$ cat config.mk
export PLATFORM = sky130hd
export DESIGN_NAME = pipe_stage_reg
export DESIGN_NICKNAME = d
export VERILOG_FILES = /design/src/rtl/pipe_stage_reg.sv
export SDC_FILE = /design/constraint.sdc
export NUM_CORES = 1
export LEC_CHECK = 0
export CORE_MARGIN = 2
export CORE_UTILIZATION = 45
export DETAILED_ROUTE_END_ITERATION = 8
export PLACE_DENSITY = 0.77
export SYNTH_ARGS = -nofsm -noshare
export SYNTH_HDL_FRONTEND = slang
export SYNTH_SLANG_ARGS = --single-unit
export TNS_END_PERCENT = 100
$ cat constraint.sdc
create_clock -name clk -period 1.82 [get_ports clk]
set_input_delay 0.364 -clock clk [delete_from_list [all_inputs] [get_ports clk]]
set_output_delay 0.364 -clock clk [all_outputs]
set_load 0.1 [all_outputs]
$ cat src/rtl/pipe_stage_reg.sv
// pipe_stage_reg: valid/ready pipeline stage register with optional skid entry,
// flush-to-bubble, and a saturating back-pressure cycle counter.
module pipe_stage_reg #(
  parameter int unsigned CW       = 16,
  parameter int unsigned DW       = 32,
  parameter bit          CLR_DATA = 1'b0,
  parameter bit          SKID     = 1'b1
) (
  input  logic          clk,
  input  logic          rst,
  input  logic          in_valid,
  output logic          in_ready,
  input  logic [CW-1:0] in_ctrl,
  input  logic [DW-1:0] in_data,
  input  logic          flush,
  output logic          out_valid,
  input  logic          out_ready,
  output logic [CW-1:0] out_ctrl,
  output logic [DW-1:0] out_data,
  output logic [1:0]    occupancy,
  output logic [15:0]   stall_cnt,
  input  logic          cnt_clr
);

  typedef struct packed {
    logic          vld;
    logic [CW-1:0] ctrl;
    logic [DW-1:0] data;
  } entry_t;

  entry_t      m_q, m_d;     // main entry, drives outputs
  entry_t      s_q, s_d;     // skid entry, stays empty when SKID=0
  logic [15:0] cnt_q, cnt_d;
  logic        acc, pop;
  entry_t      in_e;

  assign in_e = '{vld: 1'b1, ctrl: in_ctrl, data: in_data};

  // With a skid entry in_ready is purely registered; without it, ready
  // looks through to out_ready so the single entry can stream.
  assign in_ready  = SKID ? !s_q.vld : (!m_q.vld || out_ready);
  assign acc       = in_valid && in_ready;
  assign pop       = m_q.vld && out_ready;

  assign out_valid = m_q.vld;
  assign out_ctrl  = m_q.ctrl;
  assign out_data  = m_q.data;
  assign occupancy = {1'b0, m_q.vld} + {1'b0, s_q.vld};
  assign stall_cnt = cnt_q;

  // Next-state for both entries; flush wins, and an emptied entry is a bubble
  // (ctrl zero) whose data is kept unless CLR_DATA asks for zeroing.
  always_comb begin
    m_d = m_q;
    s_d = s_q;
    if (flush) begin
      m_d.vld  = 1'b0;
      m_d.ctrl = '0;
      s_d.vld  = 1'b0;
      s_d.ctrl = '0;
      if (CLR_DATA) begin
        m_d.data = '0;
        s_d.data = '0;
      end
    end else if (SKID) begin
      if (pop) begin
        if (s_q.vld) begin
          m_d = s_q;
        end else if (acc) begin
          m_d = in_e;
        end else begin
          m_d.vld  = 1'b0;
          m_d.ctrl = '0;
          if (CLR_DATA) m_d.data = '0;
        end
        s_d.vld  = 1'b0;
        s_d.ctrl = '0;
        if (CLR_DATA) s_d.data = '0;
      end else if (acc) begin
        // S is only filled behind a valid M, keeping FIFO order.
        if (!m_q.vld) m_d = in_e;
        else          s_d = in_e;
      end
    end else begin
      if (acc) begin
        m_d = in_e;
      end else if (pop) begin
        m_d.vld  = 1'b0;
        m_d.ctrl = '0;
        if (CLR_DATA) m_d.data = '0;
      end
    end
  end

  // Back-pressure counter: clear beats increment, saturates at all-ones.
  always_comb begin
    cnt_d = cnt_q;
    if (cnt_clr)                                      cnt_d = '0;
    else if (m_q.vld && !out_ready && cnt_q != 16'hFFFF) cnt_d = cnt_q + 16'd1;
  end

  // State registers; reset zeroes data too, regardless of CLR_DATA.
  always_ff @(posedge clk or negedge rst) begin
    if (!rst) begin
      m_q   <= '0;
      s_q   <= '0;
      cnt_q <= '0;
    end else begin
      m_q   <= m_d;
      s_q   <= s_d;
      cnt_q <= cnt_d;
    end
  end

endmodule
==> results of run 1 <==
## registers in the layout (all words and copies together), names as in the netlist
name       flops
stall_cnt     16
s_q           49
out_valid      1
out_data      32
out_ctrl      16
## power by group
group          internal, W  leakage [nW]  switching, W
clock network      0.00210         0.282       0.00130
registers          0.00294          1.40      0.000435
logic              0.00139          2.06       0.00207
total              0.00643          3.75       0.00381
## worst register-to-register path, cell delays in order, from the launching register on
cell       delay, ns
dfrtp_4         0.49
or3b_4          0.40
a211oi_4        0.27
buf_6           0.22
clkbuf_16       0.21
nor2_4          0.04
a31oi_1         0.17
## what timing repair did
action / 4_1_cts / 5_1_grt
gates cloned: 3 / 6
pin swaps: 5 / 5
buffers inserted: 6 / 3
endpoints found under the hold margin: 12 / 0
hold buffers: 1 / 0
gates resized for setup: 19 / 57
setup endpoints to repair: 15 / 75
## cell families (layout without fill, tap and decap cells)
family	Yosys count	in the layout	synth area share, %
buffers and inverters	35	222	3.476
DFF	114	114	56.60
muxes	43	43	9.583
and+or+nand+nor	163	163	14.23
adders and majority gates	2	2	0.4964
AOI/OAI and AO/OA	104	104	15.62
## metal layers
metal  share of wire, %  wire length (um)
met2                 52              8590
met3                5.6               925
met5                  0                 0
met4                1.7               286
met1                 41              6685
## worst max-delay path by stage
stage / start / to / slack, ns / cells past startpoint
2_1_floorplan: out_valid / out_ctrl[0] / -0.23 / 7
3_3_place_gp: in_valid / out_data[3] / -0.28 / 6
3_5_place_dp: in_valid / out_data[17] / -0.40 / 6
4_1_cts: out_valid / occupancy[0] / -0.11 / 3
5_1_grt: out_valid / out_data[30] / -0.15 / 6
6_report: s_q[48] / occupancy[0] / -0.11 / 3
## area by class of cell
cell class | instances | share of cell area (%)
flip-flops and latches | 114 | 32.99
well taps | 140 | 1.990
inverters | 3 | 0.1706
clock buffers | 18 | 4.747
multi-input cells | 312 | 27.29
clock inverters | 14 | 2.032
repair buffers | 187 | 30.78
## through the flow
stage	utilization, %	total power [W]	TNS [ns]	area (sq um)
final	80.86	0.01024	-0.4795	8803
after global routing	80.86	0.01054	-2.594	8803
after CTS	77.30	0.01001	-0.1693	8417
after detailed placement	69.75	0.006577	-23.58	7595
after global placement	69.75	0.006500	-19.38	7595
after floorplan	-	0.005180	-11.37	5238
## cell usage after synthesis
cell type and instances:
a31oi_1 33, nor2_1 46, mux2_2 42, mux2i_1 1
o21ai_0 1, a21oi_1 11, dfrtp_1 114, ha_1 2
buf_6 3, nor2b_1 12, nand4_1 5, o41ai_1 1
and2_0 1, nand2_1 75, nand2b_1 3, nand3_1 6
o31ai_1 1, a211oi_4 1, o31a_1 1, a22o_1 48
nor3_1 4, and4_1 1, a21o_1 1, o21ba_2 1
clkbuf_1 16, or3b_4 1, inv_1 3, and3_1 3
or4_1 2, and2_1 3, buf_2 11, and3b_1 1
a211oi_1 5, buf_4 2
==> metrics, run 1 <==
clock-pin slew on the worst setup and hold paths=0.06 ns; RSZ-0062 raised after global routing=yes; Routed wire per std cell=20.92 um; crit path launch type=register; later-pin clock latency in the skew report=0.52 ns; fin cells=788; GR Layer Usage met3=5.987%; Hold Fails Final Rpt=0; global-route usage over all layers=26.09%; initial core utilization=46.29%; critical path's top delay family=flip-flops; synth top area cells=dfrtp_1 57%, mux2_2 9.4%, a22o_1 8.3%; CTS buffer count=17; Sequential cell area=2904 sq um; Vias/cell=5.796; Starting DRT DRC Count=304; Hold WC Path Type=input port to async pin; Worst-Margin Slew=0.3444 ns; WS Path Type=register to output pin; number of global-route vias before repair=4,639; commonest non-fill, non-tap cells in the layout=97 x dfrtp_1, 79 x buf_12, 73 x nand2_1; Final min period=1.930 ns; post-detail-place hpwl=9121 um; Setup-failing EPs final=21; CTS tree=done; Seq/Total Area, Yosys=56.60%; mapped cell area=5040 sq um; CP max-delay cell=dfrtp_1; R2R cell count=6; row cnt=38; I/O pin count=122; commonest non-fill, non-tap cell in the layout=dfrtp_1; area taken by multi-input logic gates=2402 sq um; CP Capture Type=output pin; area growth from synthesis to layout=74.68%; Layout Nets=691; outcome=complete, but fails checks; failing checks=negative setup slack; IO buf count=121; Power Dens Cells=1163 nW/um^2; Gate Count Post-Synth=461; htree depth=4; #FFs+latches synth=114; Sinks on Clock Net=114; Avg Inst Size Synth=10.93 sq um; Peak VDD IR=1013 uV; Max Transition Viols Final=0; Reg-to-Reg Start=out_valid; fmax=0.5181 GHz; final setup margin=-0.1101 ns; Max-slew headroom=77.04%; total number of vias=4,567; DRC=0; DIE AREA=12,060 sq um; CTS Root Buffer Type=clkbuf_8; CP bufs+invs=2; Antenna Nets Post-Route=0; routability congestion estimate=0.8523; Synth top area share=56.60%; antenna diode count=0; Filler cells=599; largest net degree at the start of global routing=52; FF-to-FF setup slack=-0.08 ns; GRT Max-Usage Layer=met2; ordered list of cells on the worst path=buf_4 -> ha_4 -> buf_12; Critical Path RT=1.46 ns; core area=10,890 sq um; die width=109.8 um; Syn Nets=517; Synth area leader=dfrtp_1; crit path DAT=1.57 ns; GRT overflow=0; static leakage=3.746 nW; met2 usage=44.70%; initial antenna violation count=0; Post-Place Cells=737; layout cell share with drive strength beyond 1=43.06%; M1 GR Usage=33.60%; clk buf depth=2; Die Ht=109.8 um; dpl ws=-0.3989 ns; max_cap viols=0; first-pass GRT wire length=23,890 um; Layout Skew=0.01017 ns; DR pass1 iterations=5; worst-path fanout max=5; Yosys cell types=34; worst r2r dst=out_data[30]; Final period util=106.0%; Hold WS=0.2536 ns; drt total wl=16,490 um; Crit path largest cell delay=0.42 ns; Yosys warning count=0
Power figures use the tool's default switching activity.
==> inputs of run 2 (changes only) <==
--- a/config.mk
+++ b/config.mk
@@ -5,6 +5,7 @@
 export SDC_FILE = /design/constraint.sdc
 export NUM_CORES = 1
 export LEC_CHECK = 0
+export CORE_ASPECT_RATIO = 1.4
 export CORE_MARGIN = 2
 export CORE_UTILIZATION = 45
 export DETAILED_ROUTE_END_ITERATION = 8
==> run 2 against run 1 <==
  * The run still ends with negative setup slack left
  * Wire length fell by 5.8%
  * Clock power shrank 6.5%
  * Sequential share of layout area up 0.52 points
  * Critical endpoint is now out_data[23]
  * Largest power group unchanged
==> metrics, run 2 (synthesized netlist as in run 1, its figures left out) <==
CTS tree=done; max reg flops=49 (unchanged); utilization after layout=79.75% (-1.1 points); number of global-route vias before repair=4,790 (+3.3%); I/O pin count=122 (unchanged); Final period util=105.5% (-0.54 points); Peak VDD IR=869.8 uV (-14%); FF-to-FF setup slack=-0.10 ns (-0.02 ns); CTS Root Buffer Type=clkbuf_16; final setup margin=-0.1002 ns (+0.009918 ns); Die Ht=129.2 um (+18%); area growth from synthesis to layout=71.95%; IO buf count=121 (unchanged); dpl ws=-0.5173 ns (-0.1184 ns); outcome=complete, but fails checks; Biggest register=s_q; GRT overflow=0 (unchanged); max_cap viols=0 (unchanged); initial antenna violation count=0 (unchanged); first-pass GRT wire length=23,850 um (-0.17%); Worst-Margin Slew=0.6341 ns (+0.2897 ns); area taken by multi-input logic gates=2315 sq um (-3.6%); commonest non-fill, non-tap cells in the layout=97 x dfrtp_1, 80 x buf_12, 73 x nand2_1; Setup-failing EPs final=33 (+57%); Reg-to-Reg Start=out_valid; later-pin clock latency in the skew report=0.41 ns (-0.11 ns); worst-path fanout max=8 (+3); Layout Nets=693 (+0.29%); Power Dens Cells=1145 nW/um^2 (-1.5%); Layout Skew=0.007300 ns (-0.002869 ns); crit path launch type=register; largest net degree at the start of global routing=47 (-9.6%); R2R cell count=7 (+1); failing checks=negative setup slack; CP Launch Point=out_valid; Vias/cell=5.608 (-3.2%); Filler cells=623 (+4.0%); layout cell share with drive strength beyond 1=42.62% (-0.44 points); static leakage=3.739 nW (-0.18%); core area=10,870 sq um (-0.19%); Post-Place Cells=743 (+0.81%); Sinks on Clock Net=114 (unchanged); global-route usage over all layers=25.53% (-0.56 points); worst r2r dst=out_data[23]; commonest non-fill, non-tap cell in the layout=dfrtp_1; DIE AREA=12,070 sq um (about the same); Final min period=1.920 ns (-0.009918 ns); CTS buffer count=17 (unchanged); post-detail-place hpwl=9385 um (+2.9%); clock-pin slew on the worst setup and hold paths=0.06 ns (about the same); Hold Fails Final Rpt=0 (unchanged); Sequential cell area=2904 sq um (unchanged); routability congestion estimate=0.8210 (-3.7%); RSZ-0062 raised after global routing=yes; Hold WC Path Type=input port to async pin; die width=93.44 um (-15%); Critical Path End=out_data[23]; row cnt=45 (+18%); Critical Path RT=2.14 ns (+0.68 ns); fmax=0.5208 GHz (+0.52%); setup_tns=-1.955 ns (-1.475 ns); Antenna Nets Post-Route=0 (unchanged); initial core utilization=46.38% (+0.091 points); Max-slew headroom=57.54% (-20 points); clk buf depth=2 (unchanged); CP Capture Type=register; Starting DRT DRC Count=262 (-14%); total number of vias=4,436 (-2.9%); DRC=0 (unchanged); crit path DAT=2.24 ns (+0.67 ns); fin cells=791 (+0.38%); WS Path Type=register to register; drt total wl=15,530 um (-5.8%); antenna diode count=0 (unchanged); Routed wire per std cell=19.63 um (-6.2%); DR pass1 iterations=5 (unchanged); Max Transition Viols Final=0 (unchanged); htree depth=4 (unchanged)
[run 2: worst max-delay path, cell delays in order (launching register included)]
cell and delay [ns]:
dfrtp_4 0.49, or3b_4 0.39, buf_6 0.13, a211oi_4 0.25, buf_6 0.20, clkbuf_16 0.18, nor2_2 0.04, a31oi_1 0.16
[run 2: worst min-delay path by stage]
stage | cells past startpoint | slack, ns | startpoint | to
CTS | 2 | 0.43 | rst | stall_cnt[6]
global route | 2 | 0.47 | rst | stall_cnt[3]
finish | 2 | 0.43 | rst | stall_cnt[3]
global placement | 1 | 0.32 | rst | stall_cnt[5]
detailed placement | 1 | 0.33 | rst | stall_cnt[6]
floorplan | 0 | 0.07 | rst | out_ctrl[0]
[run 2: routing by layer]
metal,part of all wire (%),GRT usage (%),vias to the layer above
met5,0,0,-
met4,2.4,9.775,0
met3,4.7,5.640,32
met2,55,46.42,147
met1,38,29.06,2249
li1,-,-,2008
[run 2: power by group]
group	total (W)	switching [W]	internal [W]	leakage, nW
Clock	0.00319	0.00118	0.00200	0.280
Combinational	0.00340	0.00205	0.00135	2.06
Sequential	0.00334	0.000397	0.00294	1.40
Total	0.00993	0.00363	0.00630	3.74
[run 2: timing repair]
action / in CTS / in global routing
endpoints found under the setup margin: 56 / 40
gates resized for setup: 9 / 44
endpoints found under the hold margin: 24 / 0
hold buffers: 1 / 0
cloned: 5 / 4
buffers inserted: 5 / 3
pin swaps: 1 / 9
[run 2: final cells by class]
class	count	area share, %
multi-input cells	313	26.71
flip-flops and latches	114	33.51
clock inverters	14	1.617
well taps	141	2.036
repair buffers	188	31.04
inverters	3	0.1299
clock buffers	18	4.952
[run 2: stage by stage]
| step | power, W | area (sq um) | hold WS (ns) |
|---|---|---|---|
| after global placement | 0.006504 | 7621 | 0.3167 |
| after floorplan | 0.005180 | 5238 | 0.06841 |
| after detailed placement | 0.006579 | 7621 | 0.3289 |
| after global routing | 0.01025 | 8666 | 0.4723 |
| final | 0.009925 | 8666 | 0.4285 |
| after CTS | 0.009841 | 8408 | 0.4329 |
